## config.mk

```make
export PLATFORM = sky130hd
export DESIGN_NAME = muxn_scan
export DESIGN_NICKNAME = d
export VERILOG_FILES = /design/src/rtl/muxn_scan.sv
export SDC_FILE = /design/constraint.sdc
export NUM_CORES = 1
export LEC_CHECK = 0
export BUFFER_PORTS_ARGS = -buffer_cell sky130_fd_sc_hd__buf_2
export CAP_MARGIN = 5
export CORE_AREA = 5 5 42 44
export DETAILED_ROUTE_END_ITERATION = 10
export DIE_AREA = 0 0 47 49
export SYNTH_ARGS = -nofsm -noshare
export SYNTH_HDL_FRONTEND = slang
export SYNTH_SLANG_ARGS = --single-unit
```

## constraint.sdc

```tcl
create_clock -name i_clk -period 1.15 [get_ports i_clk]
set_input_delay 0.115 -clock i_clk [delete_from_list [all_inputs] [get_ports i_clk]]
set_output_delay 0.115 -clock i_clk [all_outputs]
set_load 0.01 [all_outputs]
```

## src/rtl/muxn_scan.sv

```systemverilog
// muxn_scan: registered NCH-way channel mux with manual select and optional dwell-timed scanning.
// Scan mode, dwell counter and disabled-channel skipping exist only when MUXN_SCAN_EN is defined.
module muxn_scan #(
    parameter int unsigned WIDTH = 4,
    parameter int unsigned NCH   = 4,
    parameter int unsigned DWELL = 100,
    localparam int unsigned SELW = $clog2(NCH)
) (
    input  logic                 i_clk,
    input  logic                 i_rst_n,
    input  logic                 i_mode,
    input  logic [SELW-1:0]      i_s,
    input  logic [NCH*WIDTH-1:0] i_w,
    input  logic [NCH-1:0]       i_ch_en,
    output logic [WIDTH-1:0]     o_f,
    output logic [SELW-1:0]      o_sel,
    output logic                 o_valid,
    output logic                 o_switch
);

    logic [SELW-1:0]  sel_q, sel_d;
    logic [WIDTH-1:0] f_q, f_d;
    logic             valid_q, valid_d;
    logic             switch_q;
    logic             blank;

`ifdef MUXN_SCAN_EN
    localparam int unsigned CW = (DWELL > 1) ? $clog2(DWELL) : 1;
    localparam logic [CW-1:0] LAST = CW'(DWELL - 1);

    logic [CW-1:0]   cnt_q, cnt_d;
    logic            run_q, run_d;
    logic [SELW-1:0] lo_sel, hi_sel, nxt_en;
    logic            have_lo, have_hi, cur_en;

    // Next enabled channel above sel_q, else wrap to the lowest enabled one.
    always_comb begin
        lo_sel  = '0;
        hi_sel  = '0;
        have_lo = 1'b0;
        have_hi = 1'b0;
        cur_en  = 1'b0;
        for (int k = 0; k < NCH; k++) begin
            if (i_ch_en[k]) begin
                if (!have_lo) begin
                    lo_sel  = SELW'(k);
                    have_lo = 1'b1;
                end
                if (!have_hi && (k > int'(sel_q))) begin
                    hi_sel  = SELW'(k);
                    have_hi = 1'b1;
                end
                if (sel_q == SELW'(k)) begin
                    cur_en = 1'b1;
                end
            end
        end
        nxt_en = have_hi ? hi_sel : lo_sel;
    end

    // run_q is low on the first scan edge so a freshly entered channel gets a full dwell.
    always_comb begin
        sel_d = i_s;
        cnt_d = '0;
        run_d = 1'b0;
        blank = 1'b0;
        if (i_mode) begin
            sel_d = sel_q;
            run_d = 1'b1;
            if (!have_lo) begin
                blank = 1'b1;
            end else if (!cur_en) begin
                sel_d = nxt_en;
            end else if (run_q) begin
                if (cnt_q == LAST) begin
                    sel_d = nxt_en;
                end else begin
                    cnt_d = cnt_q + CW'(1);
                end
            end
        end
    end

    always_ff @(posedge i_clk) begin
        if (!i_rst_n) begin
            cnt_q <= '0;
            run_q <= 1'b0;
        end else begin
            cnt_q <= cnt_d;
            run_q <= run_d;
        end
    end
`else
    logic unused_mode;
    assign unused_mode = i_mode;
    assign sel_d       = i_s;
    assign blank       = 1'b0;
`endif

    // Out-of-range selects match no channel and so yield zero data, not valid.
    always_comb begin
        f_d     = '0;
        valid_d = 1'b0;
        for (int k = 0; k < NCH; k++) begin
            if ((sel_d == SELW'(k)) && !blank) begin
                f_d     = i_w[k*WIDTH +: WIDTH];
                valid_d = i_ch_en[k];
            end
        end
    end

    always_ff @(posedge i_clk) begin
        if (!i_rst_n) begin
            sel_q    <= '0;
            f_q      <= '0;
            valid_q  <= 1'b0;
            switch_q <= 1'b0;
        end else begin
            sel_q    <= sel_d;
            f_q      <= f_d;
            valid_q  <= valid_d;
            switch_q <= (sel_d != sel_q);
        end
    end

    assign o_f      = f_q;
    assign o_sel    = sel_q;
    assign o_valid  = valid_q;
    assign o_switch = switch_q;

endmodule

```

After elaboration in Yosys (flattened, before gate mapping):

Index checks and enable logic that the tools add are counted.

* register bits: 8
* bits of input ports: 25
* output and inout port bits: 8
* logic and storage cells: 17

* eq/ne operators: 4
* mux-type cells: 8
* reduce and logical (&&, ||, !) cells: 1

Operator list (count)
* $mux 4: 4
* $eq 2x2->1 const B: 2
* $mux 1: 4
* $eq 2x1->1 const B: 1
* $logic_not 2->1: 1
* $ne 2x2->1: 1

Depth between registers and ports, before layout:

* depth in word-level cells: 5
* depth in mapped cells: 3
* depth with buffers taken out: 2

Least setup slack after synthesis:

Ideal clock, no wire load.

* path kind: register to register
* start point: register sel_q[0] (netlist: o_sel[0])
* end point: register switch_q (netlist: o_switch)
* library setup time: 0.125 ns
* data arrival time: 0.563 ns
* required time: 1.025 ns
* setup slack: 0.462 ns
* cell stages (with the launch flop): 3
* buffers on the path: 0
* period minus slack after synthesis: 0.688 ns
* path through: dfxtp_1 -> xnor2_1 -> a21boi_0

* cells in the longest elaborated chain, start to end: 1

Ends and longest elaborated chain
* start: declaration: line 21 `logic [SELW-1:0] sel_q, sel_d;`
* start signal: assignment: line 119 `sel_q <= sel_d;`
* $ne 2x2->1: line 122 `switch_q <= (sel_d != sel_q);`
* end signal: assignment: line 122
* end: declaration: line 24 `logic switch_q;`

No other way between the ends.
A chain may end at the register's enable or synchronous reset.

Worst setup path in the final report:

* start point: register sel_q[0] (netlist: o_sel[0])
* end point: output o_sel[0]

RTL lines
* end: declaration: line 16 `output logic [SELW-1:0] o_sel,`

No word-level cell between the ends.

==> flow_summary_export.csv <==
group,metric,value,unit
critical_path,cp_top_family,"flip-flops",
grt,grt_first_pass_wirelength,1410,µm
synth,netlist_instances,31,
die,dieArea,2300,µm²
final_layout,fin_nets,91,
sta,maxClockFrequency,1.20,GHz
critical_path,end_kind,"output pin",
worst_hold_path,hp-class,"in -> reg",
synth,synthMuxAreaShare,0.287,
final_layout,final_common_cell,"buf_2",
grt,antenna_found_initial,0,
route,wirelength,898,µm
critical_path,critPathKind,"reg -> out",
grt,grt_pass1_vias,367,
sta,fin_crit_sh,0.725,
pwr,intPower,0.490,mW
clock_network,clk_pin_slew,0.06,ns
place,routabilityCongestion,0.600,
critical_path,critPathMaxFanout,2,
place,placed_cells,77,
sta,skew,0.0000902,ns
clock_network,cts.path.max_buffers,2,
sta,hold_viol_final,0,
pwr,clkPwrFrac,0.331,
final_layout,syn_to_final_growth,53.4,%
die,start_util,0.249,
pwr,p_per_area,1210,nW/µm²
sta,worstMarginPinSlew,0.318,ns
route,vias,349,
final_layout,finalNonFillerCells,80,
sta,finalMaxSlewViolations,0,
pwr,pwr-share-comb,0.200,
grt,gr-total-overflow,0,
clock_network,postCtsSetupRepairBufs,0,
sta,rsz0062_at_grt,"no",
sta,post-route-min-period,0.834,ns
clock_network,clk_latency,0.25,ns
pwr,p_sw_frac,0.244,
critical_path,cp.arrival,0.72,ns
synth,synth.ff_latch_count,8,
final_layout,diodes,0,
pwr,pwr-share-seq,0.469,
synth,ys_seq_area_frac,0.459,
final_layout,drive_above_1_share,0.547,
critical_path,slowest_delay,0.34,ns
clock_network,cts_root_buffer,"clkbuf_4",
synth,syn_nets,56,
synth,synth_area_per_cell,11.3,µm²
clock_network,post_cts_resized,0,
final_layout,post-route-util,0.382,
route,drt-vias-per-instance,4.36,
final_layout,final_cell_mix,"31 x buf_2, 10 x mux2i_1, 8 x dfxtp_1",
sta,fin_setup_tns,0,ns
place,io_buffers,31,
synth,yosys_warnings,0,
pwr,power,0.648,mW
synth,synth_top_family_by_area,"multiplexers",
critical_path,path_buf_inv,1,
clock_network,numCtsBuffers,3,
synth,post_synth_num_cell_types,10,
critical_path,worstPathCellList,"buf_2",
sta,setup_viol,0,
die,fp-row-count,14,
die,core-area,1400,µm²
grt,grt_max_degree,13,
synth,synth_area,349,µm²
synth,yosys.area_share.xor_xnor,0.0502,
pwr,p_switching,0.158,mW
sta,slew_headroom,0.788,
route,drc,0,
die,ios,33,
pwr,ir_drop,0.000542,V
clock_network,cts_tree,"built",
route,dr.pass1.iters,2,
die,die_h,49,µm
route,ant_nets,0,
pwr,power.leakage,0.296,nW
route,drt_iter0_markers,1,
status,outcome,"finished, final reports clean",
synth,synth-simple-area-share,0.0502,
critical_path,crit_path_top_delay_cell,"dfxtp_1",
critical_path,critPathLaunchType,"flip-flop",
job,cap_violations,0,
synth,synth_adder_area_share,0,
clock_network,cts_hold_buffers,0,
critical_path,required,1.03,ns
synth,synth-compound-area-share,0.111,
clock_network,htreeDepth,1,
clock_network,cts_sinks,8,
die,dieWidth,47,µm
grt,grt_use_total,0.0882,
route,wl_per_cell,11.2,µm
==> layout make-up <==
class	count	area [µm²]
Fill cell	168	866
Timing Repair Buffer	31	155
Inverter	1	3.75
Multi-Input combinational cell	21	174
Sequential cell	8	160
Clock buffer	3	22.5
Tap cell	16	20.0
==> synthesized netlist by cell type <==
| cell type | count | area [µm²] |
|---|---|---|
| xnor2_1 | 2 | 17.5 |
| nand2_1 | 1 | 3.75 |
| a21boi_0 | 1 | 7.51 |
| o22ai_1 | 5 | 31.3 |
| nand2b_1 | 1 | 6.26 |
| buf_6 | 1 | 11.3 |
| and2_2 | 1 | 7.51 |
| dfxtp_1 | 8 | 160 |
| mux2i_1 | 10 | 100 |
| inv_1 | 1 | 3.75 |
==> worst paths after layout <==
kind                                     startpoint                  end  slack [ns]  cells after the start
worst max-delay path            o_sel[0]$_SDFF_PN0_             o_sel[0]        0.32                      1
worst min-delay path                        i_rst_n  o_sel[1]$_SDFF_PN0_        0.12                      2
worst max register to register  o_sel[0]$_SDFF_PN0_  o_switch$_SDFF_PN0_        0.49                      2
worst min register to register  o_sel[1]$_SDFF_PN0_  o_switch$_SDFF_PN0_        0.55                      2
==> state kept, by name, indices dropped and copies added, names as in the netlist <==
register  count
o_sel         2
o_valid       1
o_f           4
o_switch      1
==> layer usage <==
metal  global-route usage  wire length [µm]  vias up
met5                    0                 0        -
met4               0.0691                 0        0
li1                     -                 -      181
met2                0.136               407       25
met1               0.0839               324      143
met3               0.0443               166        0
==> power by group through the flow <==
stage	Sequential [mW]	Combinational (mW)	Clock, mW
6_report	0.304	0.129	0.215
3_5_place_dp	0.310	0.132	0
3_3_place_gp	0.310	0.130	0
4_1_cts	0.304	0.133	0.230
2_1_floorplan	0.323	0.0540	0
5_1_grt	0.306	0.144	0.243
==> worst register-to-register path: cells and delay by family (launching register included) <==
family         cells  cell delay [ns]
XOR/XNOR           1             0.12
AO/OA/AOI/OAI      1             0.09
flip-flops         1             0.34
==> through the flow <==
step	hold slack [ns]	setup slack, ns	area, µm²
4_1_cts	0.110	0.297	536
6_report	0.122	0.316	536
3_3_place_gp	0.382	0.270	513
2_1_floorplan	0.257	0.462	349
3_5_place_dp	0.379	0.243	513
5_1_grt	0.111	0.271	536
==> cell families after synthesis <==
kind of cell,count (synthesis)
compound gates,6
mux,10
simple gates,3
xor+xnor,2
flops,8
buf+inv,2
Power figures use the tool's default switching activity.
